### src/rtl/vram_arbiter.sv
// vram_arbiter: shares a single-port VRAM between the display fetch port and a host port.
// Display wins by default; host aging and a post-fetch display holdoff bound host latency.
`default_nettype none

module vram_arbiter #(
    parameter int READ_LAT      = 1,
    parameter int DISP_HOLDOFF  = 2,
    parameter int HOST_MAX_WAIT = 64
) (
    input  logic        vga_clk,
    input  logic        reset,
    input  logic        disp_req,
    input  logic [14:0] disp_addr,
    output logic [31:0] disp_data,
    output logic        disp_ready,
    input  logic        host_req,
    input  logic        host_we,
    input  logic [14:0] host_addr,
    input  logic [31:0] host_wdata,
    output logic [31:0] host_rdata,
    output logic        host_ack,
    output logic        mem_en,
    output logic        mem_we,
    output logic [14:0] mem_addr,
    output logic [31:0] mem_wdata,
    input  logic [31:0] mem_rdata
);

    localparam logic [2:0] LAT_INIT  = 3'(READ_LAT - 1);
    localparam logic [7:0] HOLD_INIT = 8'(DISP_HOLDOFF);
    localparam logic [7:0] MAX_WAIT  = 8'(HOST_MAX_WAIT);

    typedef enum logic [1:0] {
        IDLE   = 2'd0,
        ACCESS = 2'd1,
        WAIT   = 2'd2,
        DONE   = 2'd3
    } state_t;

    state_t      state, state_next;
    logic [2:0]  lat;
    logic [7:0]  holdoff;
    logic [7:0]  host_wait;
    logic        serving_host;
    logic        serving_write;

    logic        disp_eligible;
    logic        host_wins;
    logic        can_arb;
    logic        grant_host;
    logic        grant_disp;
    logic        complete;
    logic        host_in_flight;

    // DONE arbitrates like IDLE so the next grant lands on the edge that ends ready/ack.
    always_comb begin
        disp_eligible  = disp_req && (holdoff == 8'd0);
        host_wins      = host_req && (!disp_eligible || (host_wait >= MAX_WAIT));
        can_arb        = (state == IDLE) || (state == DONE);
        grant_host     = can_arb && host_wins;
        grant_disp     = can_arb && !host_wins && disp_eligible;
        complete       = (state == WAIT) && (lat == 3'd0);
        host_in_flight = serving_host && ((state == ACCESS) || (state == WAIT));
        state_next     = state;
        case (state)
            IDLE, DONE: state_next = (grant_host || grant_disp) ? ACCESS : IDLE;
            ACCESS:     state_next = WAIT;
            WAIT:       state_next = (lat == 3'd0) ? DONE : WAIT;
            default:    state_next = IDLE;
        endcase
    end

    always_ff @(posedge vga_clk or posedge reset) begin
        if (reset) begin
            state <= IDLE;
        end else begin
            state <= state_next;
        end
    end

    always_ff @(posedge vga_clk or posedge reset) begin
        if (reset) begin
            lat           <= 3'd0;
            holdoff       <= 8'd0;
            host_wait     <= 8'd0;
            serving_host  <= 1'b0;
            serving_write <= 1'b0;
            mem_en        <= 1'b0;
            mem_we        <= 1'b0;
            mem_addr      <= 15'd0;
            mem_wdata     <= 32'd0;
            disp_data     <= 32'd0;
            disp_ready    <= 1'b0;
            host_rdata    <= 32'd0;
            host_ack      <= 1'b0;
        end else begin
            mem_en <= grant_host || grant_disp;
            mem_we <= grant_host && host_we;
            if (grant_host) begin
                mem_addr      <= host_addr;
                mem_wdata     <= host_wdata;
                serving_host  <= 1'b1;
                serving_write <= host_we;
            end else if (grant_disp) begin
                mem_addr      <= disp_addr;
                serving_host  <= 1'b0;
                serving_write <= 1'b0;
            end

            if (state == ACCESS) begin
                lat <= LAT_INIT;
            end else if ((state == WAIT) && (lat != 3'd0)) begin
                lat <= lat - 3'd1;
            end

            disp_ready <= complete && !serving_host;
            host_ack   <= complete && serving_host;
            if (complete && !serving_host) begin
                disp_data <= mem_rdata;
            end
            if (complete && serving_host && !serving_write) begin
                host_rdata <= mem_rdata;
            end

            if (complete && !serving_host) begin
                holdoff <= HOLD_INIT;
            end else if (holdoff != 8'd0) begin
                holdoff <= holdoff - 8'd1;
            end

            // The host's own in-flight access does not count as waiting.
            if (!host_req || grant_host) begin
                host_wait <= 8'd0;
            end else if (!host_in_flight && (host_wait != 8'hFF)) begin
                host_wait <= host_wait + 8'd1;
            end
        end
    end

endmodule

`default_nettype wire

### config.mk
export PLATFORM = sky130hd
export DESIGN_NAME = vram_arbiter
export DESIGN_NICKNAME = d
export VERILOG_FILES = /design/src/rtl/vram_arbiter.sv
export SDC_FILE = /design/constraint.sdc
export NUM_CORES = 1
export LEC_CHECK = 0
export BUFFER_PORTS_ARGS = -buffer_cell sky130_fd_sc_hd__buf_2
export CORE_MARGIN = 4
export CORE_UTILIZATION = 45
export DETAILED_ROUTE_END_ITERATION = 16
export PLACE_DENSITY = 0.8
export SYNTH_ARGS = -nofsm -noshare
export SYNTH_HDL_FRONTEND = slang
export SYNTH_SLANG_ARGS = --single-unit
### constraint.sdc
create_clock -name vga_clk -period 5.45 [get_ports vga_clk]
set_clock_uncertainty 0.15 [all_clocks]
set_input_delay 0.8175 -clock vga_clk [delete_from_list [all_inputs] [get_ports vga_clk]]
set_output_delay 0.8175 -clock vga_clk [all_outputs]
set_load 0.05 [all_outputs]
==> results.md <==
- Status: complete, no violations
- TritonCTS clock tree: yes
- Largest net degree at the start of global routing: 71
- Setup crit start kind: register
- Root Driver: clkbuf_16
- Maximum clock path buffer count: 2
- Post-DP HPWL: 9750 µm
- Reg clk slew, reported paths: 0.06 ns
- Port Buf Inserts: 213
- Final setup viols: 0
- Worst Path Arrival: 3.09 ns
- Hold Startpoint: disp_data[1]$_DFFE_PP0P_
- RSZ-0062 raised after global routing: false
- Share of flip-flops with an asynchronous set or reset: 1.00
- DR WL/cell: 15.6 µm
- Layout area overhead: 31.8%
- Critical path startpoint: lat[0]$_DFFE_PP0P_
- Cells after synthesis: 452
- Yosys warning total: 0
- Sequential share of the synthesized area: 0.599
- Initial Utilization: 0.459
- All-Layer GR Usage: 0.181
- Initial antenna violation count: 0
- Io pins: 214
- Overall die area: 14700 µm²
- #FFs+latches synth: 138
- Routed Antenna Nets: 0
- Via/cell ratio: 4.89
- Avg Cell Area, Syn: 12.8 µm²
- Slew Viols, Final: 0
- TNS Setup: 0 ns
- Critical Path End Type: register
- CTS Hold Buffers Added: 0
- Hold WC Path Type: register to register
- ANT cells: 0
- # Post-CTS Setup Buffers: 0
- Min Hold Slack: 0.317 ns
- First DRT Iteration DRCs: 173
- Synth Net Count: 557
- Top_reg_cell synth: dfrtp_1
- Worst r2r src: lat[0]$_DFFE_PP0P_
- EDFF count, synth: 0
- Synth Cell Area: 5760 µm²
- Synth cell types: 44
- Routability Congestion: 0.758
- Worst Tran Pin Value: 1.25 ns
- Die Span Y: 121 µm
- Final min period: 2.89 ns
- PostCTS Resize Cnt: 0
- Core footprint: 12600 µm²
- Crit share post-route: 0.530
- Row cnt: 41
- MaxCap Viol Count: 0
- Total clock sinks: 138
- F_max: 346 MHz
- First-pass GRT wire length: 21100 µm
- GR Overflow Total: 0
- NumNets Final: 772
- Vias in the first global route: 4245
- Fill count: 974
- Drc violations: 0
- TritonRoute pass-1 iters: 4
- Clock latency on the worst-skew pair: 0.41 ns
- DR vias: 4160
- H-Tree Depth: 4
- Final Hold Fails: 0
- Setup CP Type: register to register
- Drt total wl: 13300 µm
- CTS Buf Count: 17
- Worst-path fanout max: 40
- Layout cell share with drive strength beyond 1: 0.510
- Rel. slew slack: 0.169
- CP Data Required Time: 5.65 ns
- Die Wd: 121 µm
## flip-flops by register name (all words and copies together), names as in the netlist
| signal | flops |
|---|---|
| mem_en | 1 |
| state | 2 |
| disp_ready | 1 |
| disp_data | 32 |
| mem_we | 1 |
| holdoff | 8 |
| lat | 3 |
| serving_write | 1 |
| host_rdata | 32 |
| host_ack | 1 |
| host_wait | 8 |
| mem_wdata | 32 |
| mem_addr | 15 |
| serving_host | 1 |
## kinds of logic after synthesis
kind of cell	Yosys count	share of synthesized area
compound gates	24	0.0293
mux	97	0.206
flops	138	0.599
buf+inv	31	0.0252
simple gates	149	0.117
fa+ha+maj	6	0.0130
xor+xnor	7	0.0106
## per-layer routing
layer / global-route usage / share of wire / vias up
met4: 0.0567 / 0.017 / 0
met2: 0.304 / 0.50 / 158
met3: 0.0741 / 0.091 / 21
li1: - / - / 1956
met1: 0.214 / 0.39 / 2025
met5: 0 / 0 / -
## worst max-delay path, stage by stage, from the launching register on
cell,delay (ns)
dfrtp_1,0.39
inv_1,0.07
ha_1,0.15
ha_1,0.18
nand2_1,0.07
or2_2,0.54
inv_1,1.00
nand2_1,0.14
nand2_1,0.10
## metrics by stage
stage,worst slack [ns],std cells,utilization,cell area (µm²)
5_1_grt,2.21,851,0.604,7590
4_1_cts,2.50,851,0.604,7590
3_5_place_dp,2.37,820,0.555,6970
6_report,2.56,851,0.604,7590
2_1_floorplan,0.786,452,-,5760
3_3_place_gp,2.45,820,0.555,6970
## cell type report
| type | instances | area [µm²] | area share |
|---|---|---|---|
| clock buffers | 21 | 460 | 0.0606 |
| flip-flops and latches | 138 | 3450 | 0.455 |
| inverters | 11 | 46.3 | 0.00610 |
| clock inverters | 10 | 165 | 0.0217 |
| multi-input cells | 283 | 2170 | 0.285 |
| repair buffers | 216 | 1090 | 0.143 |
| well taps | 172 | 215 | 0.0283 |
## worst paths after layout
path	to	slack (ns)	cells past startpoint
worst max-delay path	disp_data[15]$_DFFE_PP0P_	2.56	8
worst min-delay path	disp_data[1]$_DFFE_PP0P_	0.32	2
worst max register to register	disp_data[15]$_DFFE_PP0P_	2.56	8
worst min register to register	disp_data[1]$_DFFE_PP0P_	0.32	2
max in group asynchronous	holdoff[7]$_DFFE_PP0P_	3.49	3
min in group asynchronous	mem_wdata[5]$_DFFE_PP0P_	0.35	2
## cells in the final DEF, fill, tap and decap left out, drive strengths merged, types with 4 or more instances in the layout
| cell | count |
|---|---|
| ha | 6 |
| o21ai | 4 |
| nor2 | 15 |
| a21oi | 6 |
| clkinv | 5 |
| mux2 | 94 |
| bufinv | 4 |
| inv | 12 |
| nor3 | 4 |
| nand2b | 5 |
| dfrtp | 138 |
| buf | 216 |
| clkbuf | 21 |
| a211oi | 4 |
| xnor2 | 5 |
| nand2 | 104 |
## Yosys cell counts, drive strengths merged (3+ instances only)
cell | n | area (µm²)
dfrtp | 138 | 3450
nor2b | 3 | 18.8
o21ai | 4 | 20.0
buf | 9 | 62.6
nor3 | 4 | 20.0
inv | 10 | 37.5
nand2b | 5 | 38.8
a31oi | 3 | 33.8
nand2 | 104 | 390
ha | 6 | 75.1
or4 | 3 | 23.8
a21oi | 6 | 30.0
mux2i | 3 | 30.0
clkbuf | 11 | 41.3
and3 | 3 | 18.8
xnor2 | 5 | 43.8
a211oi | 4 | 30.0
nor2 | 15 | 56.3
mux2 | 94 | 1160
Power is not shown: default switching activity piles up to over one toggle a cycle in this logic, so the estimate is an artifact.
